===== config.mk =====
export PLATFORM = sky130hd
export DESIGN_NAME = prog_loader_flat
export DESIGN_NICKNAME = d
export VERILOG_FILES = /design/src/rtl/prog_loader_if.sv /design/src/rtl/prog_loader.sv /design/src/flat_wrapper.sv
export SDC_FILE = /design/constraint.sdc
export NUM_CORES = 1
export LEC_CHECK = 0
export CORE_MARGIN = 10
export CORE_UTILIZATION = 54
export CTS_CLUSTER_DIAMETER = 100
export CTS_CLUSTER_SIZE = 10
export DETAILED_ROUTE_END_ITERATION = 12
export GPL_ROUTABILITY_DRIVEN = 0
export GPL_TIMING_DRIVEN = 0
export PLACE_DENSITY_LB_ADDON = 0.15
export SETUP_SLACK_MARGIN = 0.5
export SLEW_MARGIN = 0
export SYNTH_ARGS = -nofsm -noshare
export SYNTH_HDL_FRONTEND = slang
export SYNTH_SLANG_ARGS = --single-unit

===== constraint.sdc =====
create_clock -name clk -period 3.6 [get_ports clk]
set_input_delay 0.72 -clock clk [delete_from_list [all_inputs] [get_ports clk]]
set_output_delay 0.72 -clock clk [all_outputs]
set_load 0.02 [all_outputs]

===== src/rtl/prog_loader_if.sv =====
// Byte-stream handshake bundle feeding prog_loader.
//   in_data   stream byte
//   in_valid  in_data is valid
//   in_ready  loader can accept a byte
// Modports: master = byte source, slave = loader.
interface prog_loader_if #(
    parameter int DATA_WIDTH = 8
);
    logic [DATA_WIDTH-1:0] in_data;
    logic                  in_valid;
    logic                  in_ready;

    modport master (
        output in_data,
        output in_valid,
        input  in_ready
    );

    modport slave (
        input  in_data,
        input  in_valid,
        output in_ready
    );
endinterface


===== src/rtl/prog_loader.sv =====
// prog_loader: receives a framed instruction image over a valid/ready byte
// stream, writes it into instruction memory through the program port and
// sequences the CPU reset around the load.
//
// Frame: header {MAGIC, N-1}, N instruction bytes, then (with the
// PROG_LOADER_CHECKSUM_EN macro defined) one XOR checksum byte.
//
// Ports:
//   clk          single clock, also clocks instruction memory writes
//   reset_n      asynchronous active-low reset
//   in_if        byte stream (slave side): in_data / in_valid / in_ready
//   prog_enable  steers the instruction memory address mux to prog_addr
//   prog_we      one-cycle instruction memory write strobe
//   prog_addr    write address (holds when prog_we = 0)
//   prog_data    write data (holds when prog_we = 0)
//   cpu_reset    active-high CPU reset
//   load_done    high while the CPU runs a loaded image
//   load_err     sticky checksum failure; constant 0 without the macro
//
// Build option: `define PROG_LOADER_CHECKSUM_EN adds the checksum byte and
// the CHK / ERR states.
module prog_loader #(
    parameter int                    DATA_WIDTH     = 8,
    parameter int                    ADDR_WIDTH     = 4,
    parameter logic [ADDR_WIDTH-1:0] MAGIC          = 'hA,
    parameter int                    RELEASE_CYCLES = 2
) (
    input  logic                  clk,
    input  logic                  reset_n,
    prog_loader_if.slave          in_if,
    output logic                  prog_enable,
    output logic                  prog_we,
    output logic [ADDR_WIDTH-1:0] prog_addr,
    output logic [DATA_WIDTH-1:0] prog_data,
    output logic                  cpu_reset,
    output logic                  load_done,
    output logic                  load_err
);

    localparam logic [3:0] REL_LAST = 4'(RELEASE_CYCLES - 1);

    typedef enum logic [2:0] {
        ST_HDR,
        ST_LOAD,
        ST_DRAIN,
        ST_RELEASE,
        ST_RUN
`ifdef PROG_LOADER_CHECKSUM_EN
        ,
        ST_CHK,
        ST_ERR
`endif
    } state_t;

    state_t                state, state_nxt;
    logic [ADDR_WIDTH-1:0] idx, idx_nxt;
    logic [ADDR_WIDTH-1:0] last_idx, last_idx_nxt;
    logic [3:0]            rel_cnt, rel_cnt_nxt;
    logic                  we_nxt, en_nxt, rst_nxt, done_nxt;
    logic [ADDR_WIDTH-1:0] addr_nxt;
    logic [DATA_WIDTH-1:0] data_nxt;
    logic                  ready_nxt;
    logic                  accept;
    logic                  hdr_hit;
    logic [ADDR_WIDTH-1:0] hdr_len;
`ifdef PROG_LOADER_CHECKSUM_EN
    logic [DATA_WIDTH-1:0] csum, csum_nxt;
    logic                  err_nxt;
`endif

    assign accept  = in_if.in_valid && in_if.in_ready;
    assign hdr_hit = (in_if.in_data[DATA_WIDTH-1 -: ADDR_WIDTH] == MAGIC);
    assign hdr_len = in_if.in_data[ADDR_WIDTH-1:0];

    always_comb begin
        state_nxt    = state;
        idx_nxt      = idx;
        last_idx_nxt = last_idx;
        rel_cnt_nxt  = rel_cnt;
        we_nxt       = 1'b0;
        addr_nxt     = prog_addr;
        data_nxt     = prog_data;
        en_nxt       = prog_enable;
        rst_nxt      = cpu_reset;
        done_nxt     = load_done;
`ifdef PROG_LOADER_CHECKSUM_EN
        csum_nxt     = csum;
        err_nxt      = load_err;
`endif

        case (state)
            ST_HDR: begin
                if (accept && hdr_hit) begin
                    last_idx_nxt = hdr_len;
                    idx_nxt      = '0;
`ifdef PROG_LOADER_CHECKSUM_EN
                    csum_nxt     = '0;
`endif
                    state_nxt    = ST_LOAD;
                end
            end

            ST_LOAD: begin
                if (accept) begin
                    we_nxt   = 1'b1;
                    addr_nxt = idx;
                    data_nxt = in_if.in_data;
`ifdef PROG_LOADER_CHECKSUM_EN
                    csum_nxt = csum ^ in_if.in_data;
`endif
                    // Index saturates on the last byte so prog_addr ends at N-1.
                    if (idx == last_idx) begin
`ifdef PROG_LOADER_CHECKSUM_EN
                        state_nxt = ST_CHK;
`else
                        state_nxt = ST_DRAIN;
`endif
                    end else begin
                        idx_nxt = idx + 1'b1;
                    end
                end
            end

`ifdef PROG_LOADER_CHECKSUM_EN
            ST_CHK: begin
                if (accept) begin
                    if (in_if.in_data == csum) begin
                        state_nxt = ST_DRAIN;
                    end else begin
                        err_nxt   = 1'b1;
                        en_nxt    = 1'b0;
                        state_nxt = ST_ERR;
                    end
                end
            end

            ST_ERR: begin
                if (accept && hdr_hit) begin
                    err_nxt      = 1'b0;
                    en_nxt       = 1'b1;
                    last_idx_nxt = hdr_len;
                    idx_nxt      = '0;
                    csum_nxt     = '0;
                    state_nxt    = ST_LOAD;
                end
            end
`endif

            // The final write strobe occupies this cycle; release the mux after it.
            ST_DRAIN: begin
                en_nxt      = 1'b0;
                rel_cnt_nxt = '0;
                state_nxt   = ST_RELEASE;
            end

            ST_RELEASE: begin
                if (rel_cnt == REL_LAST) begin
                    rst_nxt   = 1'b0;
                    done_nxt  = 1'b1;
                    state_nxt = ST_RUN;
                end else begin
                    rel_cnt_nxt = rel_cnt + 1'b1;
                end
            end

            ST_RUN: begin
                if (accept && hdr_hit) begin
                    rst_nxt      = 1'b1;
                    en_nxt       = 1'b1;
                    done_nxt     = 1'b0;
                    last_idx_nxt = hdr_len;
                    idx_nxt      = '0;
`ifdef PROG_LOADER_CHECKSUM_EN
                    csum_nxt     = '0;
`endif
                    state_nxt    = ST_LOAD;
                end
            end

            default: state_nxt = ST_HDR;
        endcase

        // in_ready is registered from the next state, so it is a pure decode
        // of the state register and reads 0 throughout reset.
        ready_nxt = (state_nxt != ST_DRAIN) && (state_nxt != ST_RELEASE);
    end

    always_ff @(posedge clk or negedge reset_n) begin
        if (!reset_n) begin
            state          <= ST_HDR;
            idx            <= '0;
            last_idx       <= '0;
            rel_cnt        <= '0;
            prog_we        <= 1'b0;
            prog_addr      <= '0;
            prog_data      <= '0;
            prog_enable    <= 1'b1;
            cpu_reset      <= 1'b1;
            load_done      <= 1'b0;
            in_if.in_ready <= 1'b0;
        end else begin
            state          <= state_nxt;
            idx            <= idx_nxt;
            last_idx       <= last_idx_nxt;
            rel_cnt        <= rel_cnt_nxt;
            prog_we        <= we_nxt;
            prog_addr      <= addr_nxt;
            prog_data      <= data_nxt;
            prog_enable    <= en_nxt;
            cpu_reset      <= rst_nxt;
            load_done      <= done_nxt;
            in_if.in_ready <= ready_nxt;
        end
    end

`ifdef PROG_LOADER_CHECKSUM_EN
    always_ff @(posedge clk or negedge reset_n) begin
        if (!reset_n) begin
            csum     <= '0;
            load_err <= 1'b0;
        end else begin
            csum     <= csum_nxt;
            load_err <= err_nxt;
        end
    end
`else
    assign load_err = 1'b0;
`endif

endmodule


===== src/flat_wrapper.sv =====
// flat-port wrapper written by rule: the top's interface ports become plain ports
module prog_loader_flat 
#(
    parameter int                    DATA_WIDTH     = 8,
    parameter int                    ADDR_WIDTH     = 4,
    parameter logic [ADDR_WIDTH-1:0] MAGIC          = 'hA,
    parameter int                    RELEASE_CYCLES = 2
)
  (clk, reset_n, prog_enable, prog_we, prog_addr, prog_data, cpu_reset, load_done, load_err, in_if_in_data, in_if_in_valid, in_if_in_ready);
  prog_loader_if #(.DATA_WIDTH(DATA_WIDTH)) in_if_i ();
  input  logic clk;
  input  logic reset_n;
  output logic prog_enable;
  output logic prog_we;
  output logic [ADDR_WIDTH-1:0] prog_addr;
  output logic [DATA_WIDTH-1:0] prog_data;
  output logic cpu_reset;
  output logic load_done;
  output logic load_err;
  input wire logic [$bits(in_if_i.in_data)-1:0] in_if_in_data;
  input wire logic [$bits(in_if_i.in_valid)-1:0] in_if_in_valid;
  output wire logic [$bits(in_if_i.in_ready)-1:0] in_if_in_ready;
  assign in_if_i.in_data = in_if_in_data;
  assign in_if_i.in_valid = in_if_in_valid;
  assign in_if_in_ready = in_if_i.in_ready;
  prog_loader #(.DATA_WIDTH(DATA_WIDTH), .ADDR_WIDTH(ADDR_WIDTH), .MAGIC(MAGIC), .RELEASE_CYCLES(RELEASE_CYCLES)) u_core (.clk(clk), .reset_n(reset_n), .in_if(in_if_i), .prog_enable(prog_enable), .prog_we(prog_we), .prog_addr(prog_addr), .prog_data(prog_data), .cpu_reset(cpu_reset), .load_done(load_done), .load_err(load_err));
endmodule

==> results of run 1 <==
==> metrics by stage <==
stage | util | setup WS (ns) | hold WS (ns)
2_1_floorplan | - | 1.89 | 0.424
3_3_place_gp | 0.698 | 1.28 | 0.457
3_5_place_dp | 0.698 | 1.19 | 0.461
4_1_cts | 0.735 | 1.37 | 0.481
5_1_grt | 0.734 | 1.34 | 0.469
6_report | 0.734 | 1.39 | 0.427
==> state kept, by name (all words and copies together) (netlist names) <==
signal and flops:
u_core.cpu_reset 1, u_core.idx 4, u_core.in_if.in_ready 1, u_core.last_idx 4, u_core.load_done 1, u_core.prog_addr 4
u_core.prog_data 8, u_core.prog_enable 1, u_core.prog_we 1, u_core.rel_cnt 4, u_core.state 3
==> cells in the final DEF (no fill, tap or decap), types with 2 or more instances in the layout <==
cell	count
a21o_1	2
a21oi_1	2
a22o_1	3
buf_2	2
buf_4	2
clkbuf_4	5
clkbuf_8	2
clkdlybuf4s50_1	26
dfrtp_1	30
dfstp_2	2
ha_1	3
inv_1	4
mux2_4	3
mux2i_1	4
nand2_1	47
nand2b_1	3
nand3_1	7
nor3b_2	2
o21ai_0	4
xnor2_1	4
==> final cells by class <==
cell class                      count  share of cell area
Sequential cell                    32               0.430
Multi-Input combinational cell    101               0.328
Timing Repair Buffer               27               0.142
Clock buffer                        7              0.0349
Tap cell                           30              0.0201
Buffer                              5              0.0188
Clock inverter                      1              0.0161
Inverter                            5              0.0101
==> kinds of logic (layout without fill, tap and decap cells) <==
logic type               after synthesis  count (layout)  synth area share
XOR/XNOR                               4               4            0.0238
adder cells (fa/ha/maj)                3               3            0.0256
AND/OR/NAND/NOR                       70              70             0.233
buffers and inverters                 10              45            0.0366
AO/OA/AOI/OAI                         15              15            0.0664
flip-flops                            32              32             0.547
multiplexers                           8               8            0.0656
other                                  1               1           0.00255
==> worst min path at each step <==
stage                                to  cells past startpoint  slack [ns]
floorplan                 u_core.idx[0]                      0        0.42
global placement       u_core.cpu_reset                      2        0.46
detailed placement  u_core.prog_data[4]                      2        0.46
CTS                    u_core.cpu_reset                      2        0.48
global route            u_core.state[2]                      1        0.47
finish                  u_core.state[2]                      1        0.43
==> metal layers <==
layer | vias up | share of wire | global-route usage
li1 | 537 | - | -
met1 | 512 | 0.44 | 0.133
met2 | 26 | 0.49 | 0.211
met3 | 5 | 0.067 | 0.0531
met4 | 0 | 0.0091 | 0.0366
met5 | - | 0 | 0
==> power by group through the flow <==
| stage | combinational (µW) | sequential, µW | clock, µW |
|---|---|---|---|
| global placement | 652 | 629 | 0 |
| CTS | 682 | 632 | 307 |
| global route | 740 | 651 | 322 |
| detailed placement | 679 | 635 | 0 |
| finish | 672 | 633 | 303 |
| floorplan | 347 | 702 | 0 |
==> run metrics, run 1 <==
outcome finished, final reports clean; Max-slew headroom 0.541; Clk network pwr share 0.188; non-filler cells, final 208; Antenna Violating Nets Remaining 0; clock buffer depth 2; post-synthesis sequential element count 32; Fill cells 195; Worst EP arrival 1.49 ns; RSZ-0062 raised after global routing false; total power divided by cell area 861 mW/mm²; top post-synthesis cells by count nand2_1 (47), dfrtp_1 (30), nand3_1 (7); P&R area growth vs syn 27.1%; Cell Count Post-Placement 200; share of the synthesized area in the top cell type 0.511; drt total wl 3.08 mm; Leak Pwr 0.000937 µW; register area 803 µm²; die height 72.2 µm; biggest area consumer among synthesized cells dfrtp_1; CTS tree yes; Slew @ Worst Pin 0.689 ns; final hold vios 0; min Tclk post-route 2.21 ns; design internal power 1010 µW; Yosys warning total 0; Achievable Freq 452 MHz; Mapped Cells 143; R2R cell count 6; worst setup path start u_core.prog_enable; final period utilization 0.614; CTS Buf Count 5; crit end category output pin; number of synthesized flops with an enable pin 0; Initial DRC Count 61; hold crit path type input port to async pin; total iterations of the first detailed-routing run 4; multi-input logic area 612 µm²; Clock Latency Late Sink 0.32 ns; Syn Area/Cell 10.3 µm²; Overflow after GRT 0; critical path depth 1; DIE AREA 0.00521 mm²; Post-Syn Nets 157; GRT Resource Usage Total 0.123; Design Power 1610 µW; total negative slack 0 ns; worst path bufs/invs 1; Fin Clk Skew 0.00687 ns; Die W 72.2 µm; cell with the most instances after synthesis nand2_1; fin area 0.00187 mm²; Critical Path Start Type flop; Syn Std Cell Area 0.00147 mm²; register area share after synthesis 0.547; max-cap viol count 0; Site Rows 18; Comb pwr share 0.418; fin nets 191; critical path cell sequence clkdlybuf4s50_1; Critical Path Fanout Max 3; CTS Hold Bufs 0; ant diodes 0; WS Path Type flop to output pin; RR Endpoint u_core.rel_cnt[0]; CTS Sinks 32; wire per inst 14.8 µm; switching share of total power 0.372; Synth cell types 37; Critical R2R Launch u_core.rel_cnt[1]; share of layout cells above drive strength 1 0.146; root buf cell clkbuf_4; Max Slew Vio Count 0; critical path required time 2.88 ns; area post-placement 0.00178 mm²; CP max-delay cell clkdlybuf4s50_1; Vias/cell 5.19; core box area 0.00254 mm²; num ports 29; first-pass GRT wire length 5.24 mm; # resized after CTS 0; register share of total power 0.394; via count of the routed design 1,080; vias in the first global route 1,158; Worst path max stage delay 0.60 ns; Post-synth top flop dfrtp_1; antenna violations before repair 0; Clock transition at path regs 0.10 ns; largest net degree at the start of global routing 33; worst reg2reg setup slack 2.07 ns; CTS H-tree lvls 2; largest delay contributor family on the critical path buffers and inverters; Initial Util 0.577; share of flip-flops with an asynchronous set or reset 1.00; Synth area leaders dfrtp_1 (51%), nand2_1 (12%), dfstp_2 (3.6%); Peak VDD IR 0.643 mV; sw power 598 µW; PortBufs 27; Final Setup Violations 0; Final HPWL DP 2.27 mm; post-CTS setup buffer count 0; Setup crit end prog_enable; Post-route DRC 0
(Power assumes the default switching activity.)
==> run 2, diff against run 1 <==
- CORE_UTILIZATION: 54 -> 50
- clock period: 3.6 -> 2.2 ns (I/O delays scaled with it)
==> run 2 against run 1 <==
Effect of this change:
- count of clock-buffer cells in the layout down 1
- highest routed layer unchanged
- wire length down 3.3%
- first-iteration DRC count up 11%
==> run metrics, run 2 (synthesis results as in run 1) <==
wire per inst 14.2 µm (was 14.8 µm); Max Slew Vio Count 0 (unchanged); Clk network pwr share 0.176 (was 0.188); DIE AREA 0.00551 mm² (was 0.00521 mm²); share of layout cells above drive strength 1 0.140 (was 0.146); register share of total power 0.417 (was 0.394); Max-slew headroom 0.537 (was 0.541); clock buffer depth 2 (unchanged); critical path cell sequence clkdlybuf4s15_1 (was clkdlybuf4s50_1); Vias/cell 5.21 (was 5.19); Slew @ Worst Pin 0.695 ns (was 0.689 ns); RR Endpoint u_core.rel_cnt[2] (was u_core.rel_cnt[0]); final hold vios 0 (unchanged); most common cell after layout, fill and taps aside nand2_1 (unchanged); Critical Path Start Type flop (unchanged); final period utilization 0.748; Design Power 2470 µW (was 1610 µW); antenna violations before repair 0 (unchanged); Fin Clk Skew 0.0108 ns (was 0.00687 ns); Initial Util 0.528 (was 0.577); max reg flops 8 (unchanged); PortBufs 27 (unchanged); non-filler cells, final 209 (was 208); outcome finished, final reports clean (unchanged); ant diodes 0 (unchanged); vias in the first global route 1,136 (was 1,158); fin nets 191 (unchanged); core box area 0.00278 mm² (was 0.00254 mm²); CTS H-tree lvls 2 (unchanged); Clock Latency Late Sink 0.33 ns (was 0.32 ns); design internal power 1500 µW (was 1010 µW); crit end category output pin (unchanged); Worst EP arrival 1.21 ns (was 1.49 ns); worst reg2reg setup slack 0.69 ns (was 2.07 ns); max-cap viol count 0 (unchanged); Final Setup Violations 0 (unchanged); largest net degree at the start of global routing 33 (unchanged); WS Path Type flop to output pin (unchanged); first-pass GRT wire length 5.13 mm (was 5.24 mm); total negative slack 0 ns (unchanged); Post-route DRC 0 (unchanged); Final HPWL DP 2.15 mm (was 2.27 mm); GRT Resource Usage Total 0.120 (was 0.123); commonest cells after routing, fill and taps aside nand2_1 (47), dfrtp_1 (30), dlygate4sd2_1 (16) (was nand2_1 (47), dfrtp_1 (30), clkdlybuf4s50_1 (26)); sw power 962 µW (was 598 µW); critical path required time 1.76 ns (was 2.88 ns); Critical Path Fanout Max 3 (unchanged); CP max-delay cell dfstp_2 (was clkdlybuf4s50_1); drt total wl 2.98 mm (was 3.08 mm); CTS Sinks 32 (unchanged); post-CTS setup buffer count 0 (unchanged); via count of the routed design 1,089 (was 1,080); Antenna Violating Nets Remaining 0 (unchanged); R2R cell count 4 (was 6); num ports 29 (unchanged); register bank with the most flops u_core.prog_data (unchanged); Critical R2R Launch u_core.rel_cnt[0] (was u_core.rel_cnt[1]); total power divided by cell area 1350 mW/mm² (was 861 mW/mm²); CTS Buf Count 5 (unchanged); RSZ-0062 raised after global routing false (unchanged); Die W 74.2 µm (was 72.2 µm); switching share of total power 0.390 (was 0.372); Clock transition at path regs 0.10 ns (about the same); Cell Count Post-Placement 201 (was 200); largest delay contributor family on the critical path flip-flops (was buffers and inverters); Leak Pwr 0.000968 µW (was 0.000937 µW); min Tclk post-route 1.65 ns; worst path bufs/invs 1 (unchanged); Worst path max stage delay 0.56 ns (was 0.60 ns); CTS tree yes (unchanged); Site Rows 19 (was 18); P&R area growth vs syn 24.5% (was 27.1%); hold crit path type input port to async pin (unchanged); total iterations of the first detailed-routing run 6 (was 4); Initial DRC Count 68 (was 61); Peak VDD IR 1.02 mV (was 0.643 mV); Achievable Freq 608 MHz; Comb pwr share 0.407 (was 0.418); root buf cell clkbuf_4 (unchanged); Overflow after GRT 0 (unchanged); die height 74.2 µm (was 72.2 µm)
==> run 2: cell types whose count changed in the layout (fill, tap and decap cells not counted) <==
cell,change
clkdlybuf4s15_1,+1
clkinv_2,+1
dlygate4sd2_1,+16
clkbuf_8,-2
clkbuf_1,+1
clkdlybuf4s50_1,-17
==> run 2: power by group through the flow <==
stage / logic [µW] / registers [µW] / clock network (µW)
after floorplan: 568 / 1150 / 0
after global placement: 1070 / 1030 / 0
after detailed placement: 1090 / 1050 / 0
after CTS: 1020 / 1030 / 449
after global routing: 1140 / 1060 / 464
final: 1000 / 1030 / 434
==> run 2: worst max-delay path by stage <==
stage / start / to / slack [ns] / cells past startpoint
2_1_floorplan: in_if_in_data[4] / u_core.last_idx[1] / 0.77 / 4
3_3_place_gp: reset_n / u_core.prog_addr[3] / 0.11 / 1
3_5_place_dp: reset_n / u_core.prog_addr[3] / 0.07 / 1
4_1_cts: u_core.cpu_reset / cpu_reset / 0.50 / 1
5_1_grt: u_core.prog_enable / prog_enable / 0.50 / 1
6_report: u_core.cpu_reset / cpu_reset / 0.55 / 1
==> run 2: layout make-up <==
class | count | area (µm²)
Sequential cell | 32 | 803
Buffer | 5 | 35.0
Inverter | 5 | 18.8
Clock buffer | 6 | 41.3
Tap cell | 31 | 38.8
Timing Repair Buffer | 27 | 245
Clock inverter | 2 | 35.0
Fill cell | 243 | 952
Multi-Input combinational cell | 101 | 612
==> run 2: worst reg2reg max path, delay by kind of cell, from the launching register on <==
family	cells	cell delay, ns
compound gates	1	0.24
flops	1	0.46
simple gates	2	0.51
fa+ha+maj	1	0.22
==> run 2: stage by stage <==
stage                util  hold slack (ns)  cell area, µm²  setup slack, ns
floorplan               -            0.144            1470            0.770
global placement    0.639            0.457            1780            0.113
detailed placement  0.639            0.466            1780           0.0702
CTS                 0.659            0.483            1830            0.496
global route        0.658            0.170            1830            0.505
finish              0.658            0.139            1830            0.554
==> run 2: routing by layer <==
layer | vias up | global-route usage | wire length (µm)
li1 | 539 | - | -
met1 | 518 | 0.138 | 1420
met2 | 27 | 0.187 | 1300
met3 | 5 | 0.0545 | 201
met4 | 0 | 0.0559 | 51
met5 | - | 0 | 0
==> run 2: repair_timing <==
item / CTS / global route
endpoints found under the setup margin: 47 / 1
pin swaps: 0 / 0
gates resized for setup: 18 / 1
hold endpoints to repair: 0 / 0
hold buffers: 0 / 0
==> run 3, diff against run 2 <==
- clock period: 2.2 -> 1.6 ns (I/O delays scaled with it)
==> run 3 against run 2 <==
Effect of this change:
- worst setup slack lost 0.38 ns
- sequential share of layout area shrank 8.3 points
- first-iteration DRC count grew 74%
- combinational power grew 140%
- count of clock-buffer cells in the layout grew 2
- utilization grew 16 points
- largest cell class unchanged
- highest routed layer unchanged
==> run metrics, run 3 (synthesis results as in run 1) <==
Critical Path Fanout Max 4 (was 3); largest net degree at the start of global routing 33 (unchanged); PortBufs 27 (unchanged); total iterations of the first detailed-routing run 4 (was 6); Setup crit end u_core.rel_cnt[0] (was cpu_reset); Fill cells 153 (was 243); CTS tree yes (unchanged); Peak VDD IR 1.46 mV (was 1.02 mV); critical path required time 1.83 ns (was 1.76 ns); GR peak layer met2 (unchanged); WS Path Type flop to flop (was flop to output pin); DIE AREA 0.00551 mm² (unchanged); GR met2 Demand/Resource 0.216 (was 0.187); largest delay contributor family on the critical path simple AND/OR/NAND/NOR gates (was flip-flops); die height 74.2 µm (unchanged); Final HPWL DP 2.27 mm (was 2.15 mm); CTS Sinks 32 (unchanged); Cell Count Post-Placement 201 (unchanged); root buf cell clkbuf_4 (unchanged); drt total wl 4.00 mm (was 2.98 mm); hold crit path type input port to async pin (unchanged); Max-slew headroom 0.536 (was 0.537); commonest cells after routing, fill and taps aside nand2_1 (33), buf_4 (30), buf_6 (29) (was nand2_1 (47), dfrtp_1 (30), dlygate4sd2_1 (16)); ant diodes 0 (unchanged); Clock transition at path regs 0.09 ns (was 0.10 ns); Slew @ Worst Pin 0.695 ns (about the same); non-filler cells, final 246 (was 209); Post-route DRC 0 (unchanged); crit end category flop (was output pin); CP max-delay cell dfrtp_1 (was dfstp_2); fin nets 228 (was 191); Clock Latency Late Sink 0.34 ns (was 0.33 ns); Worst path max stage delay 0.40 ns (was 0.56 ns); Overflow after GRT 0 (unchanged); clock buffer depth 2 (unchanged); Initial Util 0.528 (unchanged); Initial DRC Count 118 (was 68); min Tclk post-route 1.42 ns; RR Endpoint u_core.rel_cnt[0] (was u_core.rel_cnt[2]); Achievable Freq 703 MHz; Antenna Violating Nets Remaining 0 (unchanged); wire per inst 16.3 µm (was 14.2 µm); Leak Pwr 0.00117 µW (was 0.000968 µW); first-pass GRT wire length 5.81 mm (was 5.13 mm); GRT met3 Usage 0.0479 (was 0.0545); CTS Buf Count 5 (unchanged); outcome finished, final reports clean (unchanged); vias in the first global route 1,256 (was 1,136); CTS H-tree lvls 2 (unchanged); final period utilization 0.889; Vias/cell 5.30 (was 5.21); worst path bufs/invs 1 (unchanged); hold_ws 0.0205 ns (was 0.139 ns); grt met1 use 0.164 (was 0.138); Max Slew Vio Count 0 (unchanged); critical path cell sequence inv_1 > ha_1 > nor3b_4 > or2_4 > o21ai_2 > a22o_1 (was clkdlybuf4s15_1); max reg flops 8 (unchanged); Site Rows 19 (unchanged); Util after Layout 0.816 (was 0.658); core box area 0.00278 mm² (unchanged); RSZ-0062 raised after global routing true (was false); via count of the routed design 1,304 (was 1,089); Critical Path Start Type flop (unchanged); num ports 29 (unchanged); total power divided by cell area 1900 mW/mm² (was 1350 mW/mm²); antenna violations before repair 0 (unchanged); GRT Resource Usage Total 0.136 (was 0.120); Worst EP arrival 1.66 ns (was 1.21 ns); Fin Clk Skew 0.00886 ns (was 0.0108 ns); P&R area growth vs syn 54.6% (was 24.5%); max-cap viol count 0 (unchanged); Critical R2R Launch u_core.rel_cnt[1] (was u_core.rel_cnt[0]); register bank with the most flops u_core.prog_data (unchanged); share of layout cells above drive strength 1 0.465 (was 0.140); Die W 74.2 µm (unchanged); Final Setup Violations 0 (unchanged); worst reg2reg setup slack 0.18 ns (was 0.69 ns); most common cell after layout, fill and taps aside nand2_1 (unchanged); critical path depth 6 (was 1); worst setup path start u_core.rel_cnt[1] (was u_core.cpu_reset); final hold vios 0 (unchanged); R2R cell count 6 (was 4)
[run 3: changes by cell type in the layout (fill, tap and decap cells not counted), moves of 5 or more]
| cell | before | now |
|---|---|---|
| buf_4 | 2 | 30 |
| buf_6 | 1 | 29 |
| nand2_1 | 47 | 33 |
| nand2_2 | 0 | 14 |
| dlygate4sd2_1 | 16 | 4 |
| clkdlybuf4s50_1 | 9 | 4 |
[run 3: what timing repair did]
action | CTS | global route
endpoints found under the setup margin | 49 | 49
gates resized for setup | 137 | 16
gates cloned | 1 | 0
pin swaps | 27 | 14
hold endpoints to repair | 0 | 0
hold buffers | 0 | 0
buffers inserted | 25 | 11
[run 3: where the power goes]
part	internal (µW)	switching [µW]	leakage, µW	total, µW
combinational	1310	1130	0.000752	2440
sequential	1140	294	0.000395	1440
clock	175	252	0.0000265	427
[run 3: stage by stage]
stage	area, µm²	setup WS [ns]	power (µW)	setup TNS (ns)
floorplan	1480	0.293	2400	0
global placement	1790	-0.378	2930	-12.33
detailed placement	1790	-0.217	3000	-0.944
CTS	2140	0.278	3980	0
global route	2270	0.142	4580	0
finish	2270	0.177	4310	0
[run 3: worst register-to-register path, stage by stage (launching register included)]
cell and delay (ns):
dfrtp_1 0.40, inv_1 0.07, ha_1 0.15, nor3b_4 0.27
or2_4 0.20, o21ai_2 0.06, a22o_1 0.17
[run 3: area by class of cell]
cell class | count | area [µm²] | share of cell area
Sequential cell | 32 | 808 | 0.356
Multi-Input combinational cell | 101 | 707 | 0.311
Timing Repair Buffer | 64 | 596 | 0.262
Clock buffer | 8 | 48.8 | 0.0215
Buffer | 5 | 48.8 | 0.0215
Tap cell | 31 | 38.8 | 0.0171
Inverter | 5 | 23.8 | 0.0105
[run 3: worst min path at each step]
stage / from / cells past startpoint / slack (ns) / endpoint
5_1_grt: reset_n / 1 / 0.06 / u_core.prog_data[7]
4_1_cts: reset_n / 1 / 0.04 / u_core.load_done
3_5_place_dp: reset_n / 1 / 0.41 / u_core.prog_data[7]
2_1_floorplan: reset_n / 0 / 0.02 / u_core.idx[0]
3_3_place_gp: u_core.cpu_reset / 2 / 0.46 / u_core.cpu_reset
6_report: reset_n / 1 / 0.02 / u_core.load_done
[run 3: per-layer routing]
| layer | wire [µm] | up-vias |
|---|---|---|
| met5 | 0 | - |
| met4 | 100 | 0 |
| met3 | 213 | 12 |
| met2 | 2060 | 37 |
| met1 | 1620 | 636 |
| li1 | - | 619 |
